===== src/rtl/branch_pkg.sv =====
// Shared types for the branch resolve stage.
// Compare-mode and FSM encodings.
package branch_pkg;

  typedef enum logic [2:0] {
    BEQ  = 3'd0,
    BNE  = 3'd1,
    BLT  = 3'd2,
    BGE  = 3'd3,
    BLTU = 3'd4,
    BGEU = 3'd5
  } br_op_e;

  typedef enum logic {
    IDLE = 1'b0,
    WAIT = 1'b1
  } br_state_e;

  localparam int BR_OP_LAST = 5;

endpackage


===== src/rtl/fwd_select.sv =====
// Priority operand forwarding for one source register.
// Index 0 is the youngest stage and wins over all others.
module fwd_select
  import branch_pkg::*;
#(
  parameter int NUM_BITS      = 32,
  parameter int NUM_FWD       = 2,
  parameter int REG_ADDR_BITS = 5
) (
  input  logic [REG_ADDR_BITS-1:0]         rs_addr,
  input  logic [NUM_BITS-1:0]              rf_data,
  input  logic [NUM_FWD-1:0]               fwd_valid,
  input  logic [NUM_FWD-1:0]               fwd_ready,
  input  logic [NUM_FWD*REG_ADDR_BITS-1:0] fwd_addr,
  input  logic [NUM_FWD*NUM_BITS-1:0]      fwd_data,
  output logic [NUM_BITS-1:0]              operand,
  output logic                             pending
);

  logic rs_nz;

  assign rs_nz = (rs_addr != '0);

  // Scan oldest to youngest so the youngest match is applied last.
  always_comb begin
    operand = rf_data;
    pending = 1'b0;
    for (int i = NUM_FWD - 1; i >= 0; i--) begin
      if (fwd_valid[i] && rs_nz &&
          fwd_addr[i*REG_ADDR_BITS +: REG_ADDR_BITS] == rs_addr) begin
        operand = fwd_data[i*NUM_BITS +: NUM_BITS];
        pending = !fwd_ready[i];
      end
    end
  end

endmodule


===== src/rtl/branch_resolve_unit.sv =====
// Branch comparator with forwarding, load stall and timeout.
// Decision is registered one cycle after operands are final.
module branch_resolve_unit
  import branch_pkg::*;
#(
  parameter int NUM_BITS      = 32,
  parameter int NUM_FWD       = 2,
  parameter int REG_ADDR_BITS = 5,
  parameter int MAX_WAIT      = 15
) (
  input  logic                             clk,
  input  logic                             rst,
  input  logic                             br_valid,
  input  logic [2:0]                       br_op,
  input  logic [REG_ADDR_BITS-1:0]         rs1_addr,
  input  logic [REG_ADDR_BITS-1:0]         rs2_addr,
  input  logic [NUM_BITS-1:0]              data1,
  input  logic [NUM_BITS-1:0]              data2,
  input  logic                             flush,
  input  logic [NUM_FWD-1:0]               fwd_valid,
  input  logic [NUM_FWD-1:0]               fwd_ready,
  input  logic [NUM_FWD*REG_ADDR_BITS-1:0] fwd_addr,
  input  logic [NUM_FWD*NUM_BITS-1:0]      fwd_data,
  output logic                             stall,
  output logic                             resolve_valid,
  output logic                             resolve_taken,
  output logic                             illegal_op,
  output logic [$clog2(MAX_WAIT+1)-1:0]    wait_cycles,
  output logic                             timeout_err
);

  localparam int CW = $clog2(MAX_WAIT + 1);
  localparam logic [CW-1:0] MAX_CNT = CW'(MAX_WAIT);
  localparam logic [CW-1:0] ONE     = CW'(1);

  logic [NUM_BITS-1:0] op1;
  logic [NUM_BITS-1:0] op2;
  logic                pend1;
  logic                pend2;
  logic                go;
  logic                pend;
  logic                taken_c;
  logic                illegal_c;
  br_op_e              op_e;

  br_state_e           state;
  br_state_e           state_d;
  logic [CW-1:0]       cnt;
  logic [CW-1:0]       cnt_d;
  logic [CW-1:0]       cnt_inc;
  logic                fire;
  logic                set_to;

  fwd_select #(
    .NUM_BITS      (NUM_BITS),
    .NUM_FWD       (NUM_FWD),
    .REG_ADDR_BITS (REG_ADDR_BITS)
  ) u_fwd1 (
    .rs_addr   (rs1_addr),
    .rf_data   (data1),
    .fwd_valid (fwd_valid),
    .fwd_ready (fwd_ready),
    .fwd_addr  (fwd_addr),
    .fwd_data  (fwd_data),
    .operand   (op1),
    .pending   (pend1)
  );

  fwd_select #(
    .NUM_BITS      (NUM_BITS),
    .NUM_FWD       (NUM_FWD),
    .REG_ADDR_BITS (REG_ADDR_BITS)
  ) u_fwd2 (
    .rs_addr   (rs2_addr),
    .rf_data   (data2),
    .fwd_valid (fwd_valid),
    .fwd_ready (fwd_ready),
    .fwd_addr  (fwd_addr),
    .fwd_data  (fwd_data),
    .operand   (op2),
    .pending   (pend2)
  );

  assign go        = br_valid & ~flush;
  assign pend      = go & (pend1 | pend2);
  assign stall     = pend;
  assign op_e      = br_op_e'(br_op);
  assign illegal_c = (br_op > 3'(BR_OP_LAST));
  assign cnt_inc   = (cnt == MAX_CNT) ? cnt : cnt + ONE;

  always_comb begin
    taken_c = 1'b0;
    unique case (op_e)
      BEQ:     taken_c = (op1 == op2);
      BNE:     taken_c = (op1 != op2);
      BLT:     taken_c = ($signed(op1) <  $signed(op2));
      BGE:     taken_c = ($signed(op1) >= $signed(op2));
      BLTU:    taken_c = (op1 <  op2);
      BGEU:    taken_c = (op1 >= op2);
      default: taken_c = 1'b0;
    endcase
  end

  // cnt is kept at zero in IDLE so it doubles as wait_cycles.
  always_comb begin
    state_d = state;
    cnt_d   = cnt;
    fire    = 1'b0;
    set_to  = 1'b0;
    unique case (state)
      IDLE: begin
        cnt_d = '0;
        if (go && !pend) begin
          fire = 1'b1;
        end else if (pend) begin
          state_d = WAIT;
          cnt_d   = ONE;
          set_to  = (ONE == MAX_CNT);
        end
      end
      WAIT: begin
        if (flush || !br_valid) begin
          state_d = IDLE;
          cnt_d   = '0;
        end else if (!pend) begin
          fire    = 1'b1;
          state_d = IDLE;
          cnt_d   = '0;
        end else begin
          cnt_d  = cnt_inc;
          set_to = (cnt_inc == MAX_CNT);
        end
      end
      default: begin
        state_d = IDLE;
        cnt_d   = '0;
      end
    endcase
  end

  always_ff @(posedge clk) begin
    if (rst) begin
      state         <= IDLE;
      cnt           <= '0;
      resolve_valid <= 1'b0;
      resolve_taken <= 1'b0;
      illegal_op    <= 1'b0;
      wait_cycles   <= '0;
      timeout_err   <= 1'b0;
    end else begin
      state         <= state_d;
      cnt           <= cnt_d;
      resolve_valid <= fire;
      resolve_taken <= fire & taken_c & ~illegal_c;
      illegal_op    <= fire & illegal_c;
      if (fire) begin
        wait_cycles <= cnt;
      end
      if (set_to) begin
        timeout_err <= 1'b1;
      end
    end
  end

endmodule

===== config.mk =====
export PLATFORM = sky130hd
export DESIGN_NAME = branch_resolve_unit
export DESIGN_NICKNAME = d
export VERILOG_FILES = /design/src/rtl/branch_pkg.sv /design/src/rtl/fwd_select.sv /design/src/rtl/branch_resolve_unit.sv
export SDC_FILE = /design/constraint.sdc
export NUM_CORES = 1
export LEC_CHECK = 0
export ABC_CLOCK_PERIOD_IN_PS = 7400
export BUFFER_PORTS_ARGS = -buffer_cell sky130_fd_sc_hd__buf_2
export CELL_PAD_IN_SITES_DETAIL_PLACEMENT = 1
export CELL_PAD_IN_SITES_GLOBAL_PLACEMENT = 1
export CORE_ASPECT_RATIO = 0.6
export CORE_MARGIN = 4
export CORE_UTILIZATION = 24
export DETAILED_ROUTE_END_ITERATION = 8
export HOLD_SLACK_MARGIN = 0.08
export MAX_ROUTING_LAYER = met4
export PLACE_DENSITY = 0.69
export SLEW_MARGIN = 20
export SYNTH_ARGS = -nofsm -noshare
export SYNTH_HDL_FRONTEND = slang
export SYNTH_SLANG_ARGS = --single-unit

===== constraint.sdc =====
create_clock -name clk -period 7.4 [get_ports clk]
set_input_delay 1.11 -clock clk [delete_from_list [all_inputs] [get_ports clk]]
set_output_delay 1.11 -clock clk [all_outputs]
set_load 0.05 [all_outputs]

* Yosys cells after proc, flatten, opt, wreduce, memory -nomap -nowiden
Index checks and enable logic that the tools add are counted.
** Word-level totals
- Input bits :: 159
- Register bits after elaboration :: 13
- Output and inout bits :: 9
- Word-level logic and storage cells :: 78
** Cells by class
- Eq/ne operators :: 13
- Reduce and logical (&&, ||, !) cells :: 17
- Muxes and demuxes :: 26
- Order comparisons :: 5
- Add/subtract/negate cells :: 1
- Bitwise operators :: 9
** Operators with widths (count)
- $mux W32 :: 4
- $ge A32 B32 Y1 :: 2
- $lt A32 B32 Y1 :: 2
- $eq A32 B32 Y1 :: 1
- $ne A32 B32 Y1 :: 1
- $eq A5 B5 Y1 :: 4
- $mux W1 :: 14
- $mux W4 :: 3
- $reduce_bool A5 Y1 :: 2
- $logic_and A1 B1 Y1 :: 9
- $eq A4 B4 Y1 const B :: 2
- $pmux W4 S2 :: 1
- $eq A3 B2 Y1 const B :: 2
- $eq A3 B3 Y1 const B :: 2
- $pmux W1 S2 :: 3
- $pmux W1 S6 :: 1
- $and A1 B1 Y1 :: 5
- $add A4 B1 Y4 const B :: 1
- $logic_not A1 Y1 :: 4
- $eq A3 B1 Y1 const B :: 1
- $gt A3 B3 Y1 const B :: 1
- $logic_not A3 Y1 :: 1
- $not A1 Y1 :: 3
- $logic_or A1 B1 Y1 :: 1
- $or A1 B1 Y1 :: 1

* Logic depth before layout (Yosys ltp)
- Depth in word-level cells :: 13
- Depth in mapped cells :: 15
- Gate-level depth less buffers :: 14

* By module
A second synthesis with hierarchy kept.
** Unflattened totals
- Cell total of the unflattened synthesis :: 524
- Area total of the unflattened synthesis :: 3372.0 µm²
** By module, submodules not included
- fwd_select :: seq. area each 0.0 µm², area an instance 985.9 µm², cells each 171, times used 2
- branch_resolve_unit :: seq. area each 260.2 µm², area an instance 1400.1 µm², cells each 182, times used 1

* Least setup slack after synthesis
Ideal clock, no wire load.
- Kind :: in2reg
- From :: input rs2_addr[0]
- To :: register resolve_taken
- Data required time :: 7.284 ns
- Buffers on the path :: 2
- Setup slack :: 3.482 ns
- Arrival :: 3.802 ns
- Cell stages on the path :: 15
- Library setup time :: 0.116 ns
- Path through :: or4_4 nor2_4 nor3_1 clkbuf_1 buf_1 nor2_1 a21oi_1 ha_1 and4_1 and4bb_1 and2_1 o31ai_1 nand4_1 mux2i_1 and4_1
** On the way
- Cells in the longest elaborated chain, start to end :: 13
- Elaborated cells between the ends (all ways) :: 28
- Those cells by class :: 4 x order compare; 4 x eq/ne; 9 x mux; 4 x bitwise; 7 x reduce/logical
** Ends and longest elaborated chain
- from (decl) :: line branch_resolve_unit.sv:16 : input logic [REG_ADDR_BITS-1:0] rs2_addr,
- parallel branches: the longest is 11 deep, another holds $ge A32 B32 Y1
- $and A1 B1 Y1 (*) (2 in series) :: line branch_resolve_unit.sv:154 : resolve_taken <= fire & taken_c & ~illegal_c;
- to (signal assigned) :: line branch_resolve_unit.sv:154
- to (decl) :: line branch_resolve_unit.sv:26 : output logic resolve_taken,
Mark *: on every way between the ends.
A chain may end at the register's enable or synchronous reset.

* Final worst setup path
- From :: input rs2_addr[0]
- To :: output stall
** On the way
- Cells in the longest elaborated chain, start to end :: 7
- Elaborated cells between the ends (all ways) :: 11
- Those cells by class :: 2 x eq/ne; 2 x mux; 2 x bitwise; 5 x reduce/logical
** Ends and longest elaborated chain
- $reduce_bool A5 Y1 :: line fwd_select.sv:22 : assign rs_nz = (rs_addr != '0);
- $logic_and A1 B1 Y1 (2 in series) :: line fwd_select.sv:29 : if (fwd_valid[i] && rs_nz &&
- $mux W1 :: line fwd_select.sv:29
- $mux W1 (*) :: line fwd_select.sv:29
- $or A1 B1 Y1 (*) :: line branch_resolve_unit.sv:85 : assign pend = go & (pend1 | pend2);
- $and A1 B1 Y1 (*) :: line branch_resolve_unit.sv:85
- to (decl) :: line branch_resolve_unit.sv:24 : output logic stall,
Every way passes the cells marked *; elsewhere a longest branch is shown, timed or not.

==> qor.csv <==
stage,metric,value,unit
final_layout,multiInputGateArea,0.00261,mm^2
clock_tree,cts_resized,0,
sta,slew_viol_final,0,
sta,relSlewSlack,0.577,
clock_tree,clockBufferDepth,2,
floorplan,initial_core_util,0.246,
worst_hold_path,min_to,cnt[0]$_SDFF_PP0_,
critical_path,ff2ff_setup_slack,5940,ps
clock_tree,clkTransAtPathRegs,40,ps
critical_path,worstPathMaxFanout,15,
worst_hold_path,hp-start,state$_SDFF_PP0_,
power,p_per_area,86.4,mW/mm^2
route,drc,0,
global_route,antenna_found_initial,0,
sta,tightest_slew,635,ps
synthesis,synth_edf_count,0,
critical_path,start_kind,primary input,
clock_tree,post-cts-setup-buffer-count,0,
critical_path,worstSetupPathType,primary input to primary output,
global_route,grt_pass1_vias,3696,
route,ant_nets,0,
route,routed_via_density,4.73,
global_route,grt-ovfl-total,0,
floorplan,die-height,94.1,um
final_layout,syn2layout_area_growth,36.8,%
floorplan,die_w,151,um
final_layout,fillers,1561,
critical_path,worst-r2r-cell-count,4,
final_layout,regArea,260,um^2
run,max_cap_violations,0,
synthesis,yosysMostFrequentCell,mux2i_1,
sta,fmax,244,MHz
worst_hold_path,whs_path_depth,1,
final_layout,nets,745,
synthesis,netlist.top_cell.by_area,mux2i_1,
sta,rsz0062_at_grt,no,
synthesis,netlist_area,0.00296,mm^2
global_route,grt_usage,0.157,
clock_tree,insertion_delay,240,ps
clock_tree,tritoncts,built,
synthesis,synth_top_area_frac,0.243,
route,first_iter_violations,87,
critical_path,cp-end-kind,primary output,
synthesis,synth_nets,587,
clock_tree,cts_max_level,1,
clock_tree,clockRootBuffer,clkbuf_16,
worst_hold_path,hp-class,flip-flop to flip-flop,
route,wire_per_inst,15.6,um
synthesis,netlist_instances,395,
outcome,status,finished clean,
power,ir_worst_vdd,68.2,uV
place,postPlaceCellArea,0.00398,mm^2
sta,period_needed,4100,ps
synthesis,seq_area_frac_synth,0.0878,
synthesis,synthArstFlopShare,0,
final_layout,antenna_cells,0,
floorplan,rows,31,
place,dp_hpwl,9790,um
floorplan,core_area,0.0121,mm^2
global_route,grt_max_degree,66,
clock_tree,numCtsBuffers,3,
sta,skew,1.66,ps
floorplan,die_area,0.0143,mm^2
critical_path,cp.arrival,2990,ps
critical_path,crit_start,rs2_addr[0],
route,drt_pre_antenna_iters,6,
route,vias,3392,
synthesis,ys_top_cells_by_area,"mux2i_1, ha_1, dfxtp_1",
clock_tree,cts_sinks,13,
place,gp_congestion,0.783,
synthesis,syn_avg_cell_area,7.50,um^2
floorplan,pin_count,168,
synthesis,synth_seq_cells,13,
route,wirelength,11200,um
global_route,grt_pass1_wl,17900,um
final_layout,final_area,0.00405,mm^2
synthesis,yosysWarningCount,0,
synthesis,yosysUniqueCellTypes,43,
clock_tree,cts_hold_buf,0,
power,power.leakage,1.76,nW
synthesis,synth_commonest_cells,"mux2i_1, a21oi_1, nor2_1, nand2_1, o21ai_1",
synthesis,synth_flop_cell,dfxtp_1,
critical_path,reg2reg_to,cnt[0]$_SDFF_PP0_,
critical_path,crit_required,6290,ps
sta,setup_viol_count_final,0,
final_layout,drive_above_1_share,0.348,
sta,hold_viol,0,
place,io_buffers,167,
sta,fin_crit_sh,0.555,
critical_path,reg2reg_from,cnt[0]$_SDFF_PP0_,
sta,setup-tns-final,0,ps
## stage by stage
step	instances	utilization	hold slack [ps]	total power [mW]	setup WS [ps]
4_1_cts	717	0.336	470	0.356	3230
3_5_place_dp	713	0.330	460	0.254	2980
2_1_floorplan	395	-	436	0.171	3480
6_report	717	0.336	470	0.350	3300
3_3_place_gp	713	0.330	448	0.247	3120
5_1_grt	717	0.336	481	0.382	3030
## final cells by class
| class | count | area share |
|---|---|---|
| repair buffers | 174 | 0.219 |
| inverters | 2 | 0.00185 |
| flip-flops and latches | 13 | 0.0642 |
| multi-input cells | 359 | 0.644 |
| well taps | 165 | 0.0509 |
| clock buffers | 4 | 0.0194 |
## per-layer routing
layer	GRT usage	vias up	wire length [um]
met5	-	-	0
met4	0.0136	0	17
met3	0.0121	3	573
met2	0.262	98	5040
met1	0.216	1527	5520
li1	-	1764	-
## worst max path at each step
| stage | endpoint | depth (start not counted) |
|---|---|---|
| finish | stall | 10 |
| global route | resolve_taken$_SDFF_PP0_ | 15 |
| CTS | resolve_taken$_SDFF_PP0_ | 15 |
| detailed placement | resolve_taken$_SDFF_PP0_ | 15 |
| global placement | resolve_taken$_SDFF_PP0_ | 16 |
| floorplan | resolve_taken$_SDFF_PP0_ | 15 |
## kinds of logic (layout without fill, tap and decap cells)
logic type	count (synthesis)	after routing	share of synthesized area
buffers and inverters	23	180	0.0342
adders and majority gates	33	33	0.139
muxes	72	72	0.243
and+or+nand+nor	133	133	0.232
AOI/OAI and AO/OA	99	99	0.199
DFF	13	13	0.0878
xor gates and xnor gates	22	22	0.0650
## registers in the layout, indices dropped and copies added, names as in the netlist
register       count
resolve_valid      1
state              1
cnt                4
wait_cycles        4
timeout_err        1
illegal_op         1
resolve_taken      1
## report_power, final
part / internal [mW] / total (mW) / switching [mW]
Sequential: 0.0709 / 0.0712 / 0.000231
Clock: 0.0724 / 0.100 / 0.0277
Combinational: 0.0863 / 0.179 / 0.0926
## worst max-delay path, stage by stage
cell and delay [ps]:
buf_2 130, or4_4 540, nor2_4 140, nor4_4 60
buf_4 240, a22oi_4 280, o22ai_2 120, nand2_1 110
inv_1 40, buf_2 200
## cells in the final DEF (no fill, tap or decap), types with 3 or more instances in the layout
cell       netlist  final
nand2b_1         3      3
nand2_1         42     42
o21ai_1         34     34
xor2_1           5      5
a21oi_1         46     46
ha_1            33     33
clkbuf_16        0      3
buf_2            6    167
mux2i_1         72     72
nor2_4           3      3
nor2_1          45     45
nand4_1         12     12
and4_1           3      3
a21o_1           4      4
dfxtp_1         13     13
nand3_1          5      5
buf_4            0      7
nor2b_1          3      3
xnor2_1         17     17
Note: power is estimated with default switching activity, not from simulation.
